$ cat config.mk
export PLATFORM = sky130hd
export DESIGN_NAME = free_list_flat
export DESIGN_NICKNAME = d
export VERILOG_FILES = /design/src/rtl/rv32i_types.sv /design/src/rtl/free_list_if.sv /design/src/rtl/free_list.sv /design/src/flat_wrapper.sv
export SDC_FILE = /design/constraint.sdc
export NUM_CORES = 1
export LEC_CHECK = 0
export CAP_MARGIN = 0
export CORE_AREA = 2 2 133 199
export CTS_BUF_LIST = sky130_fd_sc_hd__clkbuf_16
export DETAILED_ROUTE_END_ITERATION = 8
export DIE_AREA = 0 0 135 201
export HOLD_SLACK_MARGIN = 0.03
export PLACE_DENSITY = 0.56
export SKIP_LAST_GASP = 1
export SLEW_MARGIN = 20
export SYNTH_ARGS = -nofsm -noshare
export SYNTH_HDL_FRONTEND = slang
export SYNTH_SLANG_ARGS = --single-unit
$ cat constraint.sdc
create_clock -name clk -period 2.5 [get_ports clk]
set_input_delay 0.75 -clock clk [delete_from_list [all_inputs] [get_ports clk]]
set_output_delay 0.75 -clock clk [all_outputs]
set_load 0.02 [all_outputs]
$ cat src/rtl/rv32i_types.sv
// Shared core types: physical-register sizing and free-list pointer types.
package rv32i_types;

  localparam int unsigned PR_NUM   = 64;
  localparam int unsigned RRF_NUM  = 32;
  localparam int unsigned PR_WIDTH = 6;
  localparam int unsigned FL_DEPTH = PR_NUM - RRF_NUM;
  localparam int unsigned FL_IDX_W = $clog2(FL_DEPTH);
  localparam int unsigned FL_PTR_W = FL_IDX_W + 1;

  typedef logic [PR_WIDTH-1:0] preg_t;
  typedef logic [FL_PTR_W-1:0] fl_ptr_t;
  typedef logic [FL_IDX_W-1:0] fl_idx_t;

endpackage

$ cat src/rtl/free_list_if.sv
// Rename/commit-side connection to the physical-register free list.
interface free_list_if;
  import rv32i_types::*;

  logic    enqueue;
  preg_t   enqueue_index;
  logic    dequeue;
  logic    commit_alloc;
  logic    flush;
  preg_t   free_index;
  logic    empty;
  fl_ptr_t free_count;

  modport master (
    output enqueue, enqueue_index, dequeue, commit_alloc, flush,
    input  free_index, empty, free_count
  );

  modport slave (
    input  enqueue, enqueue_index, dequeue, commit_alloc, flush,
    output free_index, empty, free_count
  );

endinterface

$ cat src/rtl/free_list.sv
// Circular free list of physical registers with a speculative head, a retire
// head for single-cycle mispredict recovery, and a commit-side tail.
module free_list
  import rv32i_types::*;
(
  input  logic        clk,
  input  logic        rst,
  free_list_if.slave  fl
);

  preg_t   mem_q [FL_DEPTH];
  fl_ptr_t head_q, head_d;
  fl_ptr_t rhead_q, rhead_d;
  fl_ptr_t tail_q, tail_d;
  fl_idx_t head_idx, tail_idx;
  logic    empty;
  logic    deq_ok;

  assign head_idx = head_q[FL_IDX_W-1:0];
  assign tail_idx = tail_q[FL_IDX_W-1:0];
  assign empty    = (head_q == tail_q);
  assign deq_ok   = fl.dequeue && !empty;

  // Flush rewinds the speculative head to the retire head, including this cycle's retirement.
  always_comb begin
    rhead_d = rhead_q + fl_ptr_t'(fl.commit_alloc);
    tail_d  = tail_q + fl_ptr_t'(fl.enqueue);
    head_d  = head_q;
    if (fl.flush) begin
      head_d = rhead_d;
    end else if (deq_ok) begin
      head_d = head_q + fl_ptr_t'(1);
    end
  end

  always_ff @(posedge clk) begin
    if (rst) begin
      head_q  <= '0;
      rhead_q <= '0;
      tail_q  <= fl_ptr_t'(FL_DEPTH);
      for (int unsigned i = 0; i < FL_DEPTH; i++) begin
        mem_q[i] <= preg_t'(RRF_NUM + i);
      end
    end else begin
      head_q  <= head_d;
      rhead_q <= rhead_d;
      tail_q  <= tail_d;
      if (fl.enqueue) begin
        mem_q[tail_idx] <= fl.enqueue_index;
      end
    end
  end

  assign fl.free_index = mem_q[head_idx];
  assign fl.empty      = empty;
  assign fl.free_count = tail_q - head_q;

  // Occupancy measured from the retire head bounds both the spec head and the tail.
  fl_ptr_t occ_retire;
  fl_ptr_t occ_spec;
  assign occ_retire = tail_q - rhead_q;
  assign occ_spec   = head_q - rhead_q;

  a_occ_bound: assert property (@(posedge clk) disable iff (rst)
    occ_retire <= fl_ptr_t'(FL_DEPTH))
    else $error("free_list: tail ran more than FL_DEPTH ahead of rhead");

  a_rhead_order: assert property (@(posedge clk) disable iff (rst)
    occ_spec <= occ_retire)
    else $error("free_list: rhead passed head");

  a_enq_nonzero: assert property (@(posedge clk) disable iff (rst)
    !fl.enqueue || (fl.enqueue_index != '0))
    else $error("free_list: physical register 0 returned to free list");

  a_enq_full: assert property (@(posedge clk) disable iff (rst)
    !(fl.enqueue && (occ_retire == fl_ptr_t'(FL_DEPTH))))
    else $error("free_list: enqueue into a full free list");

endmodule

$ cat src/flat_wrapper.sv
// flat-port wrapper written by rule: the top's interface ports become plain ports
module free_list_flat import rv32i_types::*;
  (clk, rst, fl_enqueue, fl_enqueue_index, fl_dequeue, fl_commit_alloc, fl_flush, fl_free_index, fl_empty, fl_free_count);
  free_list_if fl_i ();
  input  logic clk;
  input  logic rst;
  input wire logic [$bits(fl_i.enqueue)-1:0] fl_enqueue;
  input wire logic [$bits(fl_i.enqueue_index)-1:0] fl_enqueue_index;
  input wire logic [$bits(fl_i.dequeue)-1:0] fl_dequeue;
  input wire logic [$bits(fl_i.commit_alloc)-1:0] fl_commit_alloc;
  input wire logic [$bits(fl_i.flush)-1:0] fl_flush;
  output wire logic [$bits(fl_i.free_index)-1:0] fl_free_index;
  output wire logic [$bits(fl_i.empty)-1:0] fl_empty;
  output wire logic [$bits(fl_i.free_count)-1:0] fl_free_count;
  assign fl_i.enqueue = fl_enqueue;
  assign fl_i.enqueue_index = fl_enqueue_index;
  assign fl_i.dequeue = fl_dequeue;
  assign fl_i.commit_alloc = fl_commit_alloc;
  assign fl_i.flush = fl_flush;
  assign fl_free_index = fl_i.free_index;
  assign fl_empty = fl_i.empty;
  assign fl_free_count = fl_i.free_count;
  free_list u_core (.clk(clk), .rst(rst), .fl(fl_i));
endmodule
# Yosys cells after proc, flatten, opt, wreduce, memory -nomap -nowiden
# Memories as Yosys holds them, arrays and structs flattened. A register that Yosys moved wholly into a read port is not among the register bits.
# Cells that the tools add are included.
# word_totals
register_bits	18
word_cells	25
out_inout_bits	13
in_bits	12
mem_bits_rw	192
memories	1
# mem_list
name	depth	width	read_ports	rd_ports_with_merged_regs	wr	line	text
u_core.mem_q	32	6	1	1	32	free_list.sv:11	preg_t mem_q [FL_DEPTH];
# classes
n_reduce_logical	4
eq_ne	1
n_mux	12
n_addsub	4
# ops
operator	n
$mux 6	3
$mux 5	3
$add 6x1->6	2
$add 6x1->6 const B	1
$eq 6x6->1	1
$mux 1	6
$reduce_or 6->1	1
$sub 6x6->6	1
$reduce_bool 2->1	1
$logic_and 1x1->1	1
$logic_not 1->1	1

# Longest topological paths before layout
# depth
depth_word	7
mapped_depth	7
mapped_depth_nobuf	7

# Worst setup path before layout
# Ideal clock, no wire load.
# synth_timing
kind	reg-to-output
startpoint	register (tool-made name)
endpoint	output fl_free_index[4]
t_required_ns	1.750
path_buffers	2
path_stages_with_launch	6
t_arrival_ns	1.728
path_slack_ns	0.022
cell_sequence	dfxtp_1 -> buf_2 -> buf_2 -> mux4_2 -> o22ai_1 -> nor4_1
# synth_rtl
item	line	text
end, declared	flat_wrapper.sv:12	output wire logic [$bits(fl_i.free_index)-1:0] fl_free_index;

==> results.md <==
- The total number of H-tree levels is 1.
- Headroom to the max-slew limit came out at roughly 46%.
- The run finished, with violations left.
- Summed over all cells, the static leakage comes to 3.977 nW.
- The row count is 72.
- The average wire per cell in the routed design is 21.66 um.
- The height of the die is roughly 200 um.
- The total I/O pin count is 25.
- The data required time of the critical path is 1750 ps.
- The area overhead of the layout relative to synthesis is 28.69%.
- The cell sitting at the root of the clock tree is a sky130_fd_sc_hd__clkbuf_16.
- The final number of max-transition violations came to 0.
- After the first detailed-routing iteration, the DRC count stood at approximately 480.
- The worst min-delay path category is reg2reg.
- The first global-routing pass estimated 40390 um of wire.
- The maximum single-stage delay on the critical path is ~500 ps.
- The total die area is 27140 um2.
- Before antenna repair, the detailed router went through 5 iterations.
- The number of distinct library cell variants in the gate-level netlist after synthesis is 50.
- The worst clock skew is approximately 15 ps.
- The total of flip-flops plus latches after synthesis is between 200 and 250.
- Using the TritonRoute via totals, the vias-per-cell ratio works out to between 5 and 6.
- The number of global-route vias before repair was between 7000 and 8000.
- The most used flip-flop cell after synthesis is sky130_fd_sc_hd__edfxtp_1.
- The final reports fail on setup timing.
- Setup repair after global routing could not meet its margin everywhere.
- Grouping stages by cell kind, the critical path spends the most delay in buffers and inverters.
- The detailed router placed 6725 vias in this run.
- The signal on the critical path passes through buf_12 -> buf_16 -> buf_8 -> mux4_2 -> o22ai_4 -> nor4_2 -> buf_2.
- The clock reaches the later pin of the worst-skew pair after roughly 520 ps.
- The largest individual stage delay along the critical path comes from the cell sky130_fd_sc_hd__mux4_2.
- The data arrival time of the worst path is roughly 2300 ps.
- The post-synthesis sequential area ratio is between 60% and 70%.
- The total track usage is 19.63%.
- The worst-margin pin slew is 809.4 ps.
- The tightest hold path in the finished design has a slack of between 500 and 600 ps.
- The power per unit of standard cell area is approximately 670 nW/um2.
- In the routed design, unresolved DRC markers number 0.
- The share of async-settable or async-resettable flops after synthesis is 0%.
- The post-route netlist has about a third of its cells at a drive strength greater than 1.
- The critical path in this run is classified as reg2out.
- Entering global routing, the biggest net connects between 40 and 50 pins.
- Each instance of the synthesized netlist takes up on average 13.36 um2.
- The final layout contains about 890 nets.
- The peak fanout along the critical path is 6.
- The final layout contains routed wiring with a total length of 26320 um.
- The clock sink count is 215.
- The number of enable-type register cells in the synthesized netlist is around 190.
- The initial antenna violation count is 0.
- The die is 135 um wide.
- The CTS clock-pin slew for the worst setup and hold paths is approximately 60 ps.
- The cell area after technology mapping is approximately 10000 um2.
- The remaining number of nets flagged by the antenna check after routing is 0.
- The tool flagged a number of max-cap violations equal to 0.
- For this configuration, the core starts out at a cell density of 39.17%.
- The number of nets in the synthesized netlist is about 770.
- In this run, placement finished with an instance count of between 1000 and 1500.
- Across all setup checks in the final design, the least slack found is -514.9 ps.
- The number of standard cells after synthesis is 750.
- The count of buffering cells on the critical path with inverters included is 4.
- The peak supply drop is 0.0005153 V.
- The smallest clock period supported by the final layout is computed as between 3000 and 4000 ps.
- The number of input and output port buffers inserted is 24.
- The count of filler cells inserted in the layout is ~2200.
- The core region is between 20000 and 30000 um2.
- The number of buffers inserted during clock tree synthesis is 23.
- The hold-fix buffer count after cts is 0.
- During synthesis, Yosys emitted a total of 0 warnings.
- The startpoint class of the critical path is a flop.
- The post-route fraction of the period consumed by the critical path is 120.6%.
- Derived from the worst setup path, the maximum achievable clock frequency is around 0.33 GHz.
- The total congestion overflow after global routing is 0.
- The total setup violations reported at the end of the flow is 11.
- The clock tree buffer depth is 3.
- After legalization and detailed placement, the total HPWL measured 17250 um.
- The worst setup path is captured at a primary output.
- The count of inserted antenna diode cells is 0.
- The CTS tree is built.
- The weighted congestion at the end of routability-driven global placement is approximately 0.84.
- The finished layout holds roughly 1200 standard cells, fillers aside.
- The number of hold-slack violations in the final timing report was 0.
metal layers:
layer | vias to the layer above | part of all wire, % | global-route usage [%]
met5 | - | 0 | 0
met4 | 0 | 4.0 | 8.408
met3 | 59 | 4.3 | 2.854
met2 | 188 | 54 | 35.82
met1 | 3402 | 38 | 22.65
li1 | 3076 | - | -
where the power goes:
group          switching [mW]  internal [mW]  total, mW
registers              0.0367           3.97       4.01
clock network            1.44           2.10       3.54
logic                   0.537          0.507       1.04
per-stage QoR:
stage	instance area, um2	utilization (%)	TNS (ps)	setup slack [ps]	power (mW)
final	12900	50.41	-3534	-514.9	8.591
after floorplan	10020	-	0	22.21	4.550
after global placement	11420	44.65	-5359	-506.8	4.942
after detailed placement	11420	44.65	-16950	-470.3	4.960
after CTS	12850	50.22	-3985	-545.7	8.638
after global routing	12900	50.41	-4230	-575.7	8.833
worst register-to-register path: stages, from the launching register on:
cell	delay, ps
sky130_fd_sc_hd__dfxtp_1	340
sky130_fd_sc_hd__buf_4	190
sky130_fd_sc_hd__or3_1	720
sky130_fd_sc_hd__o21ai_0	380
sky130_fd_sc_hd__buf_4	200
cell usage in the layout (no fill, tap or decap), types with 5 or more instances in the layout:
cell type,Yosys,final
sky130_fd_sc_hd__a21oi_1,6,5
sky130_fd_sc_hd__ha_1,10,5
sky130_fd_sc_hd__nand3_1,9,7
sky130_fd_sc_hd__buf_6,2,6
sky130_fd_sc_hd__ha_4,0,5
sky130_fd_sc_hd__o22ai_4,0,10
sky130_fd_sc_hd__dfxtp_2,0,8
sky130_fd_sc_hd__or3_1,71,70
sky130_fd_sc_hd__a211oi_1,5,5
sky130_fd_sc_hd__nor3_1,47,45
sky130_fd_sc_hd__xnor2_1,8,7
sky130_fd_sc_hd__inv_1,13,7
sky130_fd_sc_hd__inv_2,1,8
sky130_fd_sc_hd__buf_4,2,118
sky130_fd_sc_hd__nand3b_1,6,6
sky130_fd_sc_hd__o22ai_2,0,13
sky130_fd_sc_hd__buf_12,1,21
sky130_fd_sc_hd__dfxtp_1,23,14
sky130_fd_sc_hd__nand2_1,58,58
sky130_fd_sc_hd__clkbuf_16,0,24
sky130_fd_sc_hd__mux4_2,48,48
sky130_fd_sc_hd__and2_1,32,32
sky130_fd_sc_hd__nor2_1,45,45
sky130_fd_sc_hd__o21ai_0,31,31
sky130_fd_sc_hd__edfxtp_1,192,192
sky130_fd_sc_hd__nor4_2,0,5
sky130_fd_sc_hd__clkdlybuf4s50_1,0,11
cells by family after synthesis:
group                    share of synthesized area, %
AO/OA/AOI/OAI                                   5.119
XOR/XNOR                                        1.211
adder cells (fa/ha/maj)                         1.448
buffers and inverters                           3.708
flip-flops                                      62.12
multiplexers                                    10.89
AND/OR/NAND/NOR                                 15.51
repair_timing:
| action | CTS | global route |
|---|---|---|
| gates cloned | 4 | 1 |
| resized for setup | 138 | 16 |
| buffers inserted | 19 | 1 |
| pin swaps | 21 | 10 |
| hold endpoints to repair | 0 | 0 |
| setup endpoints to repair | 13 | 12 |
area by class of cell:
cell class | count | area (um2) | area share (%)
clock buffer | 23 | 575.6 | 4.463
clock inverter | 18 | 207.7 | 1.610
inverter | 14 | 52.55 | 0.4074
multi-input combinational | 449 | 3807 | 29.52
sequential | 215 | 6240 | 48.38
tap | 333 | 416.7 | 3.230
timing repair buffer | 163 | 1598 | 12.39
cell usage after synthesis (10+ instances only):
cell type / number / area (um2)
sky130_fd_sc_hd__o21ai_0: 31 / 155.2
sky130_fd_sc_hd__o22ai_1: 24 / 150.1
sky130_fd_sc_hd__nand2_1: 58 / 217.7
sky130_fd_sc_hd__dfxtp_1: 23 / 460.4
sky130_fd_sc_hd__or3_1: 71 / 444.2
sky130_fd_sc_hd__ha_1: 10 / 125.1
sky130_fd_sc_hd__clkbuf_1: 57 / 214.0
sky130_fd_sc_hd__inv_1: 13 / 48.80
sky130_fd_sc_hd__mux4_2: 48 / 1081
sky130_fd_sc_hd__nor3_1: 47 / 235.2
sky130_fd_sc_hd__edfxtp_1: 192 / 5766
sky130_fd_sc_hd__nor2_1: 45 / 168.9
sky130_fd_sc_hd__and2_1: 32 / 200.2
state kept, by name (all words and copies together), names as in the netlist, named ones only:
name,count
u_core.head_q,6
u_core.mem_q,192
u_core.rhead_q,6
u_core.tail_q,6
final timing paths:
check / to / cells past startpoint / startpoint / slack [ps]
max: fl_free_index[2] / 7 / flop / -510
max reg2reg: u_core.mem_q[2][1]$_SDFFCE_PN1P_ / 4 / u_core.tail_q[3]$_SDFF_PP0_ / 390
min: u_core.rhead_q[5]$_SDFF_PP0_ / 2 / u_core.rhead_q[5]$_SDFF_PP0_ / 550
min reg2reg: u_core.rhead_q[5]$_SDFF_PP0_ / 2 / u_core.rhead_q[5]$_SDFF_PP0_ / 550
(Power assumes the default switching activity.)
